<file path="config.mk">
export PLATFORM = sky130hd
export DESIGN_NAME = mmio_uart_tx
export DESIGN_NICKNAME = d
export VERILOG_FILES = /design/src/rtl/mmio_uart_tx.sv
export SDC_FILE = /design/constraint.sdc
export NUM_CORES = 1
export LEC_CHECK = 0
export ABC_CLOCK_PERIOD_IN_PS = 6950
export CORE_ASPECT_RATIO = 0.7
export CORE_MARGIN = 2
export CORE_UTILIZATION = 59
export DETAILED_ROUTE_END_ITERATION = 10
export PLACE_DENSITY = 0.84
export SLEW_MARGIN = 10
export SYNTH_ARGS = -nofsm -noshare
export SYNTH_HDL_FRONTEND = slang
export SYNTH_SLANG_ARGS = --single-unit
</file>
<file path="constraint.sdc">
create_clock -name clk -period 6.95 [get_ports clk]
set_input_delay 1.39 -clock clk [delete_from_list [all_inputs] [get_ports clk]]
set_output_delay 1.39 -clock clk [all_outputs]
set_load 0.05 [all_outputs]
</file>
<file path="src/rtl/mmio_uart_tx.sv">
// Memory-mapped 8N1 UART transmitter on the core's data-memory port.
// Stores to DATA fill a TX FIFO; loads return STATUS and the baud divisor combinationally.
module mmio_uart_tx #(
  parameter int          CLOCK_FREQ   = 25000000,
  parameter int          BAUD_RATE    = 115200,
  parameter int          FIFO_DEPTH   = 8,
  parameter logic [31:0] BASE_ADDRESS = 32'h00001000
) (
  input  logic        clk,
  input  logic        reset,
  input  logic        memory_read,
  input  logic        memory_write,
  input  logic [31:0] address,
  input  logic [31:0] write_data,
  output logic [31:0] read_data,
  output logic        tx,
  output logic        irq,
  output logic [1:0]  state_dbg
);

  localparam int          PW        = $clog2(FIFO_DEPTH);
  localparam int          CW        = PW + 1;
  localparam logic [15:0] RESET_DIV = 16'(CLOCK_FREQ / BAUD_RATE);

  typedef enum logic [1:0] {IDLE, START, DATA, STOP} state_t;

  state_t          state;
  logic [7:0]      fifo_mem [FIFO_DEPTH];
  logic [PW-1:0]   wr_ptr;
  logic [PW-1:0]   rd_ptr;
  logic [CW-1:0]   count;
  logic            overflow;
  logic [15:0]     div_reg;
  logic [15:0]     act_div;
  logic [15:0]     baud_cnt;
  logic [2:0]      bit_cnt;
  logic [7:0]      shift;
  logic            tx_r;

  logic            sel;
  logic [1:0]      offset;
  logic            push_req;
  logic            clr_req;
  logic            div_we;
  logic            fifo_empty;
  logic            fifo_full;
  logic            bit_end;
  logic            pop;
  logic            accept;
  logic            busy;

  assign sel        = (address[31:4] == BASE_ADDRESS[31:4]);
  assign offset     = address[3:2];
  assign push_req   = sel && memory_write && (offset == 2'd0);
  assign clr_req    = sel && memory_write && (offset == 2'd1) && write_data[4];
  assign div_we     = sel && memory_write && (offset == 2'd2);
  assign fifo_empty = (count == '0);
  assign fifo_full  = (count == CW'(FIFO_DEPTH));
  assign bit_end    = (baud_cnt == act_div - 16'd1);
  // A pop either starts from IDLE or chains straight out of a finishing stop bit.
  assign pop        = !fifo_empty && ((state == IDLE) || ((state == STOP) && bit_end));
  assign accept     = push_req && (!fifo_full || pop);
  assign busy       = (state != IDLE);

  assign tx        = tx_r;
  assign irq       = fifo_empty && (state == IDLE);
  assign state_dbg = state;

  always_comb begin
    read_data = 32'd0;
    if (sel && memory_read) begin
      case (offset)
        2'd1:    read_data = {27'd0, overflow, fifo_empty, fifo_full, busy, 1'b0};
        2'd2:    read_data = {16'd0, div_reg};
        default: read_data = 32'd0;
      endcase
    end
  end

  always_ff @(posedge clk) begin
    if (accept) fifo_mem[wr_ptr] <= write_data[7:0];
  end

  always_ff @(posedge clk or negedge reset) begin
    if (!reset) begin
      wr_ptr   <= '0;
      rd_ptr   <= '0;
      count    <= '0;
      overflow <= 1'b0;
      div_reg  <= RESET_DIV;
    end else begin
      if (accept) wr_ptr <= wr_ptr + PW'(1);
      if (pop)    rd_ptr <= rd_ptr + PW'(1);
      case ({accept, pop})
        2'b10:   count <= count + CW'(1);
        2'b01:   count <= count - CW'(1);
        default: count <= count;
      endcase
      // Set beats clear when both land on the same edge.
      if (push_req && fifo_full && !pop) overflow <= 1'b1;
      else if (clr_req)                  overflow <= 1'b0;
      if (div_we) div_reg <= (write_data[15:0] < 16'd2) ? 16'd2 : write_data[15:0];
    end
  end

  always_ff @(posedge clk or negedge reset) begin
    if (!reset) begin
      state    <= IDLE;
      tx_r     <= 1'b1;
      shift    <= 8'd0;
      bit_cnt  <= 3'd0;
      baud_cnt <= 16'd0;
      act_div  <= RESET_DIV;
    end else begin
      case (state)
        IDLE: begin
          tx_r     <= 1'b1;
          baud_cnt <= 16'd0;
          if (pop) begin
            shift   <= fifo_mem[rd_ptr];
            act_div <= div_reg;
            tx_r    <= 1'b0;
            state   <= START;
          end
        end
        START: begin
          if (bit_end) begin
            baud_cnt <= 16'd0;
            bit_cnt  <= 3'd0;
            tx_r     <= shift[0];
            state    <= DATA;
          end else begin
            baud_cnt <= baud_cnt + 16'd1;
          end
        end
        DATA: begin
          if (bit_end) begin
            baud_cnt <= 16'd0;
            if (bit_cnt == 3'd7) begin
              tx_r  <= 1'b1;
              state <= STOP;
            end else begin
              bit_cnt <= bit_cnt + 3'd1;
              shift   <= {1'b0, shift[7:1]};
              tx_r    <= shift[1];
            end
          end else begin
            baud_cnt <= baud_cnt + 16'd1;
          end
        end
        STOP: begin
          if (bit_end) begin
            baud_cnt <= 16'd0;
            if (pop) begin
              shift   <= fifo_mem[rd_ptr];
              act_div <= div_reg;
              tx_r    <= 1'b0;
              state   <= START;
            end else begin
              tx_r  <= 1'b1;
              state <= IDLE;
            end
          end else begin
            baud_cnt <= baud_cnt + 16'd1;
          end
        end
        default: state <= IDLE;
      endcase
    end
  end

endmodule

</file>
Yosys cells after proc, flatten, opt, wreduce, memory -nomap -nowiden

Memories as Yosys holds them, arrays and structs flattened.
Cells that the tools add are included.

Register bits: 73
RAM bits: 64
Memories: 1
Input port bits: 68
Output and inout bits: 36
Logic and storage cells: 104

Equality and inequality tests: 17
Add/subtract/negate cells: 7
Reductions and logical operators: 32
Multiplexer cells: 35
Order comparisons: 1

Memory list:

| name     | depth | width | rd ports | clocked after Yosys merged registers in | write ports | line | text |
|---|---|---|---|---|---|---|---|
| fifo_mem | 8     | 8     | 1        | 0                                       | 1           | 28   | `logic [7:0] fifo_mem [FIFO_DEPTH];` |

Operators with widths:

| kind                                                | count |
|---|---|
| one-hot mux 16 bit (2 select lines)                 | 3 |
| 2-to-1 mux 16 bit                                   | 4 |
| 2-to-1 mux 32 bit                                   | 1 |
| 2-to-1 mux 8 bit                                    | 4 |
| == test 28 x 9 -> 1 bit, second input constant      | 1 |
| one-hot mux 8 bit (3 select lines)                  | 1 |
| adder 16 x 1 -> 16 bit, second input constant       | 1 |
| == test 16 bit                                      | 1 |
| < comparator 16 x 2 -> 1 bit, second input constant | 1 |
| subtractor 16 x 1 -> 16 bit, second input constant  | 1 |
| logical AND 1 bit                                   | 12 |
| != test 2 bit, second input constant                | 6 |
| 2-to-1 mux 1 bit                                    | 10 |
| 2-to-1 mux 2 bit                                    | 5 |
| nonzero test 2 bit                                  | 5 |
| adder 3 x 1 -> 3 bit, second input constant         | 3 |
| 2-to-1 mux 3 bit                                    | 3 |
| == test 2 bit, second input constant                | 4 |
| one-hot mux 2 bit (4 select lines)                  | 1 |
| one-hot mux 4 bit (2 select lines)                  | 1 |
| AND reduction 4 bit                                 | 2 |
| == test 2 x 1 -> 1 bit, second input constant       | 3 |
| one-hot mux 3 bit (2 select lines)                  | 1 |
| AND reduction 5 bit                                 | 1 |
| 13 further kinds                                    | 17 |

Longest topological paths before layout

Depth after elaboration: 9
Depth in mapped cells: 17
Gate-level depth less buffers: 17

Worst setup path before layout

OpenSTA, ideal clock, no wires.

Path type: input-to-output
Start: in address[13]
End: out read_data[10]
Path slack: 2.746 ns
Cell stages on the path: 6
Buffers on the path: 1
Arrival time: 2.814 ns
Required time: 5.560 ns
Cells stage by stage: nor4b_1 -> nand4_1 -> nor2_1 -> and3_1 -> clkbuf_1 -> and2_1

Cells in the longest elaborated chain, start to end: 3

RTL lines:

| item                    | line | text |
|---|---|---|
| start, declared         | 13   | `input logic [31:0] address,` |
| == test 28 x 9 -> 1 bit | 52   | `assign sel = (address[31:4] == BASE_ADDRESS[31:4]);` |
| logical AND 1 bit       | 71   | `if (sel && memory_read) begin` |
| 2-to-1 mux 32 bit       | 71   |  |
| end, declared           | 15   | `output logic [31:0] read_data,` |

Every way passes these cells.

Worst setup path after layout

Start: in address[14]
End: out read_data[0]

Same word-level chain as after synthesis.

==> results.toml <==
[die]
die-area_um2 = 12700
start_util = 0.601
die_h_um = 94.9
rows = 33
boundaryPins = 104
core_um2 = 11600
die_w_um = 134

[run]
max_cap_violations = 0

[sta]
finalCritPeriodShare = 0.777
max_slew.worst_pin.slew_ps = 1110
rsz0062_at_grt = "false"
setup-tns-final_ps = 0
hold_viol_final = 0
setup_violations = 0
skew_ps = 8.57
slew-limit-headroom = 0.263
fin_ws_ps = 1550
timing.final.crit_period_ps = 5400
maxSlewViolCount = 0
fmax_mhz = 185

[placement]
port_buffers = 69
dp_hpwl_um = 11400
gp_congestion = 0.860
dpl_worst_slack_ps = 1570

[cts]
clockBufferDepth = 2
h-tree-depth = 4
clock_sinks = 137
clkLatencyLatePin_ps = 420
path_clk_slew_ps = 60
ctsHoldBuffers = 0
cts_setup_buffers = 0
postCtsResizedCells = 0
cts_root_buf = "clkbuf_16"
numCtsBuffers = 17
cts_tree = "yes"

[global_routing]
grt_pass1_vias = 4886
track_usage = 0.280
grt_max_degree = 74
grt_pass1_wl_um = 26200
gr-total-overflow = 0
grt_antenna_before_repair = 0

[synthesis]
synthFlopType = "edfxtp_1"
synth.distinct_cells = 67
synth_edf_count = 64
syn_inst = 561
netlist_top_cells_area = "edfxtp_1, dfrtp_1, mux2_2"
synth_top_area_frac = 0.276
synthesis.area_um2 = 6970
synth-async-reset-ratio = 0.533
synth_top_area_cell = "edfxtp_1"
ys.warnings.count = 0
yosys.cell_count.top_type = "edfxtp_1"
netlist_top_cells_count = "edfxtp_1, dfrtp_1, nor2_1"
synth_seq_cells = 137
avgSynthCellArea_um2 = 12.4
ys_seq_area_frac = 0.540

[power]
p_leak_nw = 3.35
seq_power_share = 0.449
combPwrFrac = 0.067
switchingPower_uw = 483
peakVddDrop_mv = 0.189
power_frac_clock = 0.484
p_int_mw = 1.47
cellPowerDensity_nw_per_um2 = 234
swShare = 0.248

[routing]
firstDrtPassIters = 5
vias = 4922
ant_nets = 0
wl_per_cell_um = 21.0
via_per_inst = 6.12
dr.first_iter.drc_count = 432
drc = 0
wirelength_um = 16900

[final_layout]
regMostFlops = "fifo_mem"
drive_gt1_frac = 0.179
seq_area_um2 = 3760
diodes = 0
largest_reg_flops = 64
final_nets = 720
multi_input_area_um2 = 2970
syn_to_final_growth_pct = 19.9
fillCellCount = 723

[setup_path]
cp_max_fo = 12
crit_type = "in -> out"
required_ps = 5560
endpoint_kind = "output pin"
crit_path_start_kind = "input pin"
worst_ep_arrival_time_ps = 4010

[status]
status = "finished, final reports clean"

[worst_hold_path]
hp-class = "reg -> reg"
==> critical path: stages <==
cell and delay [ps]:
clkdlybuf4s50_1 410, nor4_1 350, nand4_1 130, nor2_1 240, and3_1 450, and2_1 210
clkdlybuf4s50_1 830
==> worst paths after layout <==
check	start	endpoint	slack, ps	cells after the start
max	address[14]	read_data[0]	1550	7
min	tx$_DFFE_PN1P_	tx$_DFFE_PN1P_	470	2
min reg2reg	tx$_DFFE_PN1P_	tx$_DFFE_PN1P_	470	2
max in group asynchronous	reset	rd_ptr[0]$_DFFE_PN0P_	5240	1
max reg2reg	act_div[1]$_DFFE_PN0P_	count[3]$_DFFE_PN0P_	2420	17
min in group asynchronous	reset	baud_cnt[12]$_DFF_PN0_	1110	1
==> per-layer routing <==
layer	part of all wire	track usage	vias up	wire length, um
li1	-	-	2184	-
met1	0.41	0.367	2469	6980
met2	0.49	0.460	240	8290
met3	0.080	0.0768	29	1340
met4	0.014	0.0860	0	240
met5	0	0	-	0
==> stage by stage <==
stage | area [um2] | hold WS [ps] | total power [mW] | std cells | utilization
final | 8360 | 467 | 1.95 | 804 | 0.720
after global routing | 8360 | 485 | 1.99 | 804 | 0.720
after CTS | 8360 | 474 | 1.95 | 804 | 0.720
after detailed placement | 7740 | 463 | 1.02 | 772 | 0.667
after global placement | 7740 | 454 | 1.01 | 772 | 0.667
after floorplan | 7030 | 449 | 0.962 | 576 | -
==> layout by cell type (no fill, tap or decap), drive strengths merged, types with 7 or more instances in the layout <==
cell type,n
nand2,29
o21ai,12
a21oi,8
nand2b,7
nor2,39
ha,17
and2,13
dfrtp,62
a211o,7
nor3,17
nand3,30
clkdlybuf4s50,68
clkbuf,17
xnor2,20
mux4,16
edfxtp,64
and3,9
conb,16
dfstp,11
inv,34
nor4,14
mux2,38
xor2,18
==> power by group through the flow <==
stage                     logic (mW)  registers, mW  clock network (mW)
after detailed placement       0.127          0.893                   0
after floorplan               0.0784          0.884                   0
final                          0.130          0.877               0.945
after CTS                      0.130          0.877               0.946
after global placement         0.122          0.892                   0
after global routing           0.138          0.878               0.978
==> cell families (layout without fill, tap and decap cells) <==
logic type	after synthesis	count (layout)	share of synthesized area
AO/OA/AOI/OAI	65	65	0.0747
XOR/XNOR	38	38	0.0477
flip-flops	137	137	0.540
multiplexers	59	59	0.122
adder cells (fa/ha/maj)	18	18	0.0334
other	1	16	0.000538
buffers and inverters	59	130	0.0429
AND/OR/NAND/NOR	184	184	0.139
==> final cells by class <==
type	count	share of cell area
Tap cell	157	0.0235
Clock buffer	17	0.0509
Multi-Input combinational cell	380	0.355
Inverter	24	0.0108
Sequential cell	137	0.450
Clock inverter	15	0.0231
Timing Repair Buffer	74	0.0868
Note: power is estimated with default switching activity, not from simulation.
